### config.mk
export PLATFORM = sky130hd
export DESIGN_NAME = uart_rx_os
export DESIGN_NICKNAME = d
export VERILOG_FILES = /design/src/rtl/uart_rx_os.sv
export SDC_FILE = /design/constraint.sdc
export NUM_CORES = 1
export LEC_CHECK = 0
export CORE_MARGIN = 8
export CORE_UTILIZATION = 51
export DETAILED_ROUTE_END_ITERATION = 7
export GPL_ROUTABILITY_DRIVEN = 0
export HOLD_SLACK_MARGIN = 0.15
export PLACE_DENSITY = 0.76
export SLEW_MARGIN = 20
export SYNTH_ARGS = -nofsm -noshare
export SYNTH_HDL_FRONTEND = slang
export SYNTH_SLANG_ARGS = --single-unit
### constraint.sdc
create_clock -name CLK -period 1.7 [get_ports CLK]
set_input_delay 0.255 -clock CLK [delete_from_list [all_inputs] [get_ports CLK]]
set_output_delay 0.255 -clock CLK [all_outputs]
set_load 0.005 [all_outputs]
### src/rtl/uart_rx_os.sv
// Oversampling UART receiver: 2-FF synchroniser, prescaler, 3-sample majority per bit,
// framing/overrun detection and a valid/ready holding register. Parity under UART_RX_PARITY_EN.
module uart_rx_os #(
    parameter int DATA_BITS  = 8,
    parameter int OVERSAMPLE = 16,
    parameter int CLK_DIV    = 1,
    parameter int STOP_BITS  = 1,
    parameter int PARITY_ODD = 0
) (
    input  logic                 CLK,
    input  logic                 RST_N,
    input  logic                 in_bit,
    output logic [DATA_BITS-1:0] o_data,
    output logic                 o_valid,
    input  logic                 i_ready,
    output logic                 o_frame_err,
    output logic                 o_parity_err,
    output logic                 o_overrun,
    output logic                 o_busy
);

    localparam int M   = OVERSAMPLE / 2;
    localparam int OSW = $clog2(OVERSAMPLE);
    localparam int BCW = $clog2(DATA_BITS + 1);
    localparam int PW  = (CLK_DIV > 1) ? $clog2(CLK_DIV) : 1;

    localparam logic [OSW-1:0] OS_S0   = OSW'(M - 1);
    localparam logic [OSW-1:0] OS_S1   = OSW'(M);
    localparam logic [OSW-1:0] OS_DEC  = OSW'(M + 1);
    localparam logic [OSW-1:0] OS_END  = OSW'(OVERSAMPLE - 1);
    localparam logic [BCW-1:0] BC_LAST = BCW'(DATA_BITS - 1);
    localparam logic [PW-1:0]  PRE_LAST  = PW'(CLK_DIV - 1);
    localparam logic           STOP_LAST = 1'(STOP_BITS - 1);

    localparam logic [2:0] S_IDLE   = 3'd0;
    localparam logic [2:0] S_START  = 3'd1;
    localparam logic [2:0] S_DATA   = 3'd2;
    localparam logic [2:0] S_STOP   = 3'd3;
`ifdef UART_RX_PARITY_EN
    localparam logic [2:0] S_PARITY = 3'd4;
`endif

    logic                 sync1_q, sync2_q, s;
    logic [PW-1:0]        presc_q, presc_d;
    logic                 tick;
    logic [2:0]           state_q, state_d;
    logic [OSW-1:0]       os_q, os_d;
    logic [BCW-1:0]       bc_q, bc_d;
    logic                 stop_q, stop_d;
    logic [1:0]           smp_q, smp_d;
    logic [DATA_BITS-1:0] shift_q, shift_d;
    logic                 fpend_q, fpend_d;
    logic                 armed_q, armed_d;
    logic                 par_q, par_d;
    logic                 maj, commit, commit_ferr, commit_perr;

    assign s    = sync2_q;
    assign tick = (presc_q == PRE_LAST);
    // Third sample is the live one; the first two were captured at M-1 and M.
    assign maj  = (smp_q[0] & smp_q[1]) | (smp_q[0] & s) | (smp_q[1] & s);

    always_comb begin
        presc_d     = tick ? '0 : presc_q + 1'b1;
        state_d     = state_q;
        os_d        = os_q;
        bc_d        = bc_q;
        stop_d      = stop_q;
        smp_d       = smp_q;
        shift_d     = shift_q;
        fpend_d     = fpend_q;
        armed_d     = armed_q;
        par_d       = par_q;
        commit      = 1'b0;
        commit_ferr = fpend_q | ~maj;
`ifdef UART_RX_PARITY_EN
        commit_perr = ((^shift_q) ^ 1'(PARITY_ODD)) != par_q;
`else
        commit_perr = 1'b0;
`endif
        if (tick) begin
            if (state_q != S_IDLE) os_d = (os_q == OS_END) ? '0 : os_q + 1'b1;
            if (os_q == OS_S0) smp_d[0] = s;
            if (os_q == OS_S1) smp_d[1] = s;
            case (state_q)
                S_IDLE: begin
                    if (s) begin
                        armed_d = 1'b1;
                    end else if (armed_q) begin
                        state_d = S_START;
                        os_d    = '0;
                        fpend_d = 1'b0;
                    end
                end
                S_START: begin
                    if (os_q == OS_DEC && maj) begin
                        state_d = S_IDLE;
                    end else if (os_q == OS_END) begin
                        state_d = S_DATA;
                        bc_d    = '0;
                    end
                end
                S_DATA: begin
                    if (os_q == OS_DEC) shift_d = {maj, shift_q[DATA_BITS-1:1]};
                    if (os_q == OS_END) begin
                        if (bc_q == BC_LAST) begin
`ifdef UART_RX_PARITY_EN
                            state_d = S_PARITY;
`else
                            state_d = S_STOP;
`endif
                            stop_d = 1'b0;
                        end else begin
                            bc_d = bc_q + 1'b1;
                        end
                    end
                end
`ifdef UART_RX_PARITY_EN
                S_PARITY: begin
                    if (os_q == OS_DEC) par_d = maj;
                    if (os_q == OS_END) state_d = S_STOP;
                end
`endif
                S_STOP: begin
                    if (os_q == OS_DEC) begin
                        if (!maj) fpend_d = 1'b1;
                        // Final stop commits mid-bit; a bad frame disarms so a held break is not re-received.
                        if (stop_q == STOP_LAST) begin
                            commit  = 1'b1;
                            state_d = S_IDLE;
                            if (commit_ferr) armed_d = 1'b0;
                        end
                    end else if (os_q == OS_END) begin
                        stop_d = stop_q + 1'b1;
                    end
                end
                default: state_d = S_IDLE;
            endcase
        end
    end

    always_ff @(posedge CLK or negedge RST_N) begin
        if (!RST_N) begin
            sync1_q <= 1'b1;
            sync2_q <= 1'b1;
            presc_q <= '0;
            state_q <= S_IDLE;
            os_q    <= '0;
            bc_q    <= '0;
            stop_q  <= 1'b0;
            smp_q   <= '0;
            shift_q <= '0;
            fpend_q <= 1'b0;
            armed_q <= 1'b0;
            par_q   <= 1'b0;
        end else begin
            sync1_q <= in_bit;
            sync2_q <= sync1_q;
            presc_q <= presc_d;
            state_q <= state_d;
            os_q    <= os_d;
            bc_q    <= bc_d;
            stop_q  <= stop_d;
            smp_q   <= smp_d;
            shift_q <= shift_d;
            fpend_q <= fpend_d;
            armed_q <= armed_d;
            par_q   <= par_d;
        end
    end

    always_ff @(posedge CLK or negedge RST_N) begin
        if (!RST_N) begin
            o_data      <= '0;
            o_valid     <= 1'b0;
            o_frame_err <= 1'b0;
            o_overrun   <= 1'b0;
        end else begin
            o_overrun <= 1'b0;
            if (commit) begin
                if (!o_valid || i_ready) begin
                    o_data      <= shift_q;
                    o_frame_err <= commit_ferr;
                    o_valid     <= 1'b1;
                end else begin
                    o_overrun <= 1'b1;
                end
            end else if (o_valid && i_ready) begin
                o_valid <= 1'b0;
            end
        end
    end

`ifdef UART_RX_PARITY_EN
    always_ff @(posedge CLK or negedge RST_N) begin
        if (!RST_N) begin
            o_parity_err <= 1'b0;
        end else if (commit && (!o_valid || i_ready)) begin
            o_parity_err <= commit_perr;
        end
    end
`else
    logic unused_parity;
    assign unused_parity = commit_perr | par_q | (PARITY_ODD != 0);
    assign o_parity_err  = 1'b0;
`endif

    assign o_busy = (state_q != S_IDLE);

endmodule

==> metrics.txt, run 1 <==
critical path required time 1.93 ns; Synth cell types 41; unrepaired setup endpoints after global routing true; Worst Hold Class input pin to asynchronous set/reset pin; Max Cap Viol 0; Die Wd 75.3 µm; initial antenna violation count 0; TritonRoute pass-1 iters 4; Post-Syn Nets 168; Crit-path slowest cell dfrtp_1; GRT overflow 0; Vias 1,246; CP Depth 5; drt wl/cell 15.2 µm; Synth Cell Area 0.00179 mm²; Final #Nets 192; end-of-flow core utilization 63.2%; CP delay by family, top simple AND/OR/NAND/NOR gates; fin. max-slew vios 0; drt via density 5.51; CTS tree built; non-filler cells, final 226; first-pass GRT wire length 5710 µm; dpl cells 215; power density over cell area 1170 mW/mm²; fillcell total 306; vias in the first global route 1,249; total power 2.50 mW; final hold vios 0; maximum VDD drop 0.902 mV; synth warn 0; largest net degree at the start of global routing 37; Die Y 75.3 µm; total wire length 3430 µm; Sink Count 36; Min Hold Slack 0.307 ns; Post-Synthesis Cells 155; sequential-to-total area share from yosys stat 50.5%; DRT iter0 DRCs 67; Worst Path Buf+Inv 1; initial core utilization 53.2%; Critical Path Max Stage Delay 0.44 ns; Tmin final 1.64 ns; H-Tree Depth 2; clock tree buffer depth 2; Syn Area/Cell 11.6 µm²; std cell rows 21; Leak 0.974 nW; antenna-violating nets left 0; # IOs 17; Critical Path Sink Type register; status complete, no violations; GRT Overall Usage 13.7%; hold_buf cts 0; Reg2Reg Depth 5; # setup viols final 0; max frequency 609 MHz; Root Driver clkbuf_4; worst-path fanout max 9; Critical Path AT 1.87 ns; diodes inserted 0; layout cells sized above 1 27.2%; synthesized flop and latch total 36; area of the die 0.00566 mm²; DRC viols 0; PortBufs 15; clock latency on the worst-skew pair 0.34 ns; TritonCTS Buffers 5; critical path type register to register; clk slew on worst S/H paths 0.12 ns; final worst-path cycle share 96.5%; skew final 0.00919 ns; Layout area overhead 18.8%; Core ar. 0.00336 mm²; worst path cell trace inv_2 > ha_1 > and3b_2 > nand2_2 > mux2_2; DP HPWL 2430 µm; CP Launch Type register
[worst paths after layout]
kind	from	endpoint	slack, ns
max in group asynchronous	RST_N	s$_DFF_PN1_	1.04
min	RST_N	bc_q[3]$_DFFE_PN0P_	0.31
min reg2reg	sync1_q$_DFF_PN1_	s$_DFF_PN1_	0.36
max reg2reg	os_q[1]$_DFF_PN0_	shift_q[0]$_DFFE_PN0P_	0.06
min in group CLK	in_bit	sync1_q$_DFF_PN1_	0.31
max	os_q[1]$_DFF_PN0_	shift_q[0]$_DFFE_PN0P_	0.06
[Yosys cell counts, drive strengths merged]
library cell | instances | area (µm²)
a21oi | 11 | 55.1
a221o | 1 | 10.0
a22o | 1 | 8.76
a22oi | 1 | 12.5
a311oi | 1 | 8.76
a31oi | 2 | 12.5
and2 | 1 | 8.76
and3 | 4 | 25.0
and3b | 2 | 17.5
buf | 5 | 38.8
clkbuf | 2 | 7.51
conb | 1 | 3.75
dfrtp | 34 | 851
dfstp | 2 | 52.6
ha | 9 | 113
inv | 8 | 30.0
maj3 | 1 | 11.3
mux2 | 17 | 191
mux2i | 1 | 10.0
nand2 | 11 | 43.8
nand2b | 3 | 18.8
nand3 | 2 | 10.0
nand3b | 5 | 37.5
nand4b | 2 | 32.5
nand4bb | 1 | 11.3
nor2 | 4 | 15.0
nor2b | 3 | 18.8
nor3 | 1 | 5.00
nor4 | 1 | 6.26
o21ai | 10 | 50.1
o21bai | 1 | 7.51
o2bb2ai | 2 | 17.5
o311ai | 1 | 16.3
o31ai | 2 | 15.0
o32ai | 1 | 8.76
o41ai | 1 | 8.76
[per-stage QoR]
step	cell area, µm²	TNS [ns]	setup WS [ns]
detailed placement	2000	-0.0274	-0.0106
floorplan	1790	0	0.137
CTS	2100	0	0.0205
global route	2130	-0.269	-0.0282
finish	2130	0	0.0588
global placement	2000	0	0.0533
[layout by cell type (no fill, tap or decap), types with 4 or more instances in the layout]
cell type	n
buf_4	9
clkbuf_4	5
inv_1	6
nor2_1	4
dfrtp_1	33
mux2_2	17
nand2_1	10
ha_1	7
clkdlybuf4s50_1	14
a21oi_1	11
nand3b_1	5
o21ai_0	8
[state kept, by name, summed over array words and instances (netlist names)]
name,cells
armed_q,1
bc_q,4
fpend_q,1
o_data,8
o_frame_err,1
o_overrun,1
o_valid,1
os_q,4
s,1
shift_q,8
smp_q,2
state_q,2
stop_q,1
sync1_q,1
[area by class of cell]
type	instances	area, µm²	area share, %
clock buffers	5	37.5	1.76
multi-input cells	104	838	39.4
clock inverters	3	42.5	2.00
repair buffers	24	216	10.2
well taps	46	57.6	2.71
inverters	8	30.0	1.41
flip-flops and latches	36	905	42.5
[report_power, final]
part	switching, mW	total [mW]	internal, mW
logic	0.434	0.858	0.424
clock network	0.295	0.601	0.306
registers	0.0916	1.04	0.945
[timing repair]
item	4_1_cts	5_1_grt
resized for setup	5	7
cloned	0	0
endpoints found under the setup margin	11	21
pin swaps	0	2
setup buffers	2	1
[metal layers]
layer | vias to the layer above | share of wire, % | track usage (%)
li1 | 599 | - | -
met1 | 617 | 44 | 15.6
met2 | 23 | 50 | 22.8
met3 | 7 | 3.9 | 4.53
met4 | 0 | 2.2 | 5.76
met5 | - | 0 | 0
[cells by family (layout without fill, tap and decap cells)]
| kind of cell | after synthesis | after routing | share of synthesized area, % |
|---|---|---|---|
| AND/OR/NAND/NOR | 40 | 40 | 14.0 |
| flip-flops | 36 | 36 | 50.5 |
| AO/OA/AOI/OAI | 35 | 35 | 12.9 |
| multiplexers | 18 | 18 | 11.3 |
| buffers and inverters | 15 | 40 | 4.26 |
| adder cells (fa/ha/maj) | 10 | 10 | 6.92 |
| other | 1 | 1 | 0.209 |
No activity file was read; power rests on OpenSTA's default activity.
==> run 2, diff against run 1 <==
--- a/config.mk
+++ b/config.mk
@@ -7,6 +7,7 @@
 export LEC_CHECK = 0
 export CORE_MARGIN = 8
 export CORE_UTILIZATION = 51
+export CTS_CLUSTER_DIAMETER = 120
 export DETAILED_ROUTE_END_ITERATION = 7
 export GPL_ROUTABILITY_DRIVEN = 0
 export HOLD_SLACK_MARGIN = 0.15
==> results of run 2 <==
No change in the layout: final DEF, timing and power equal those of run 1.
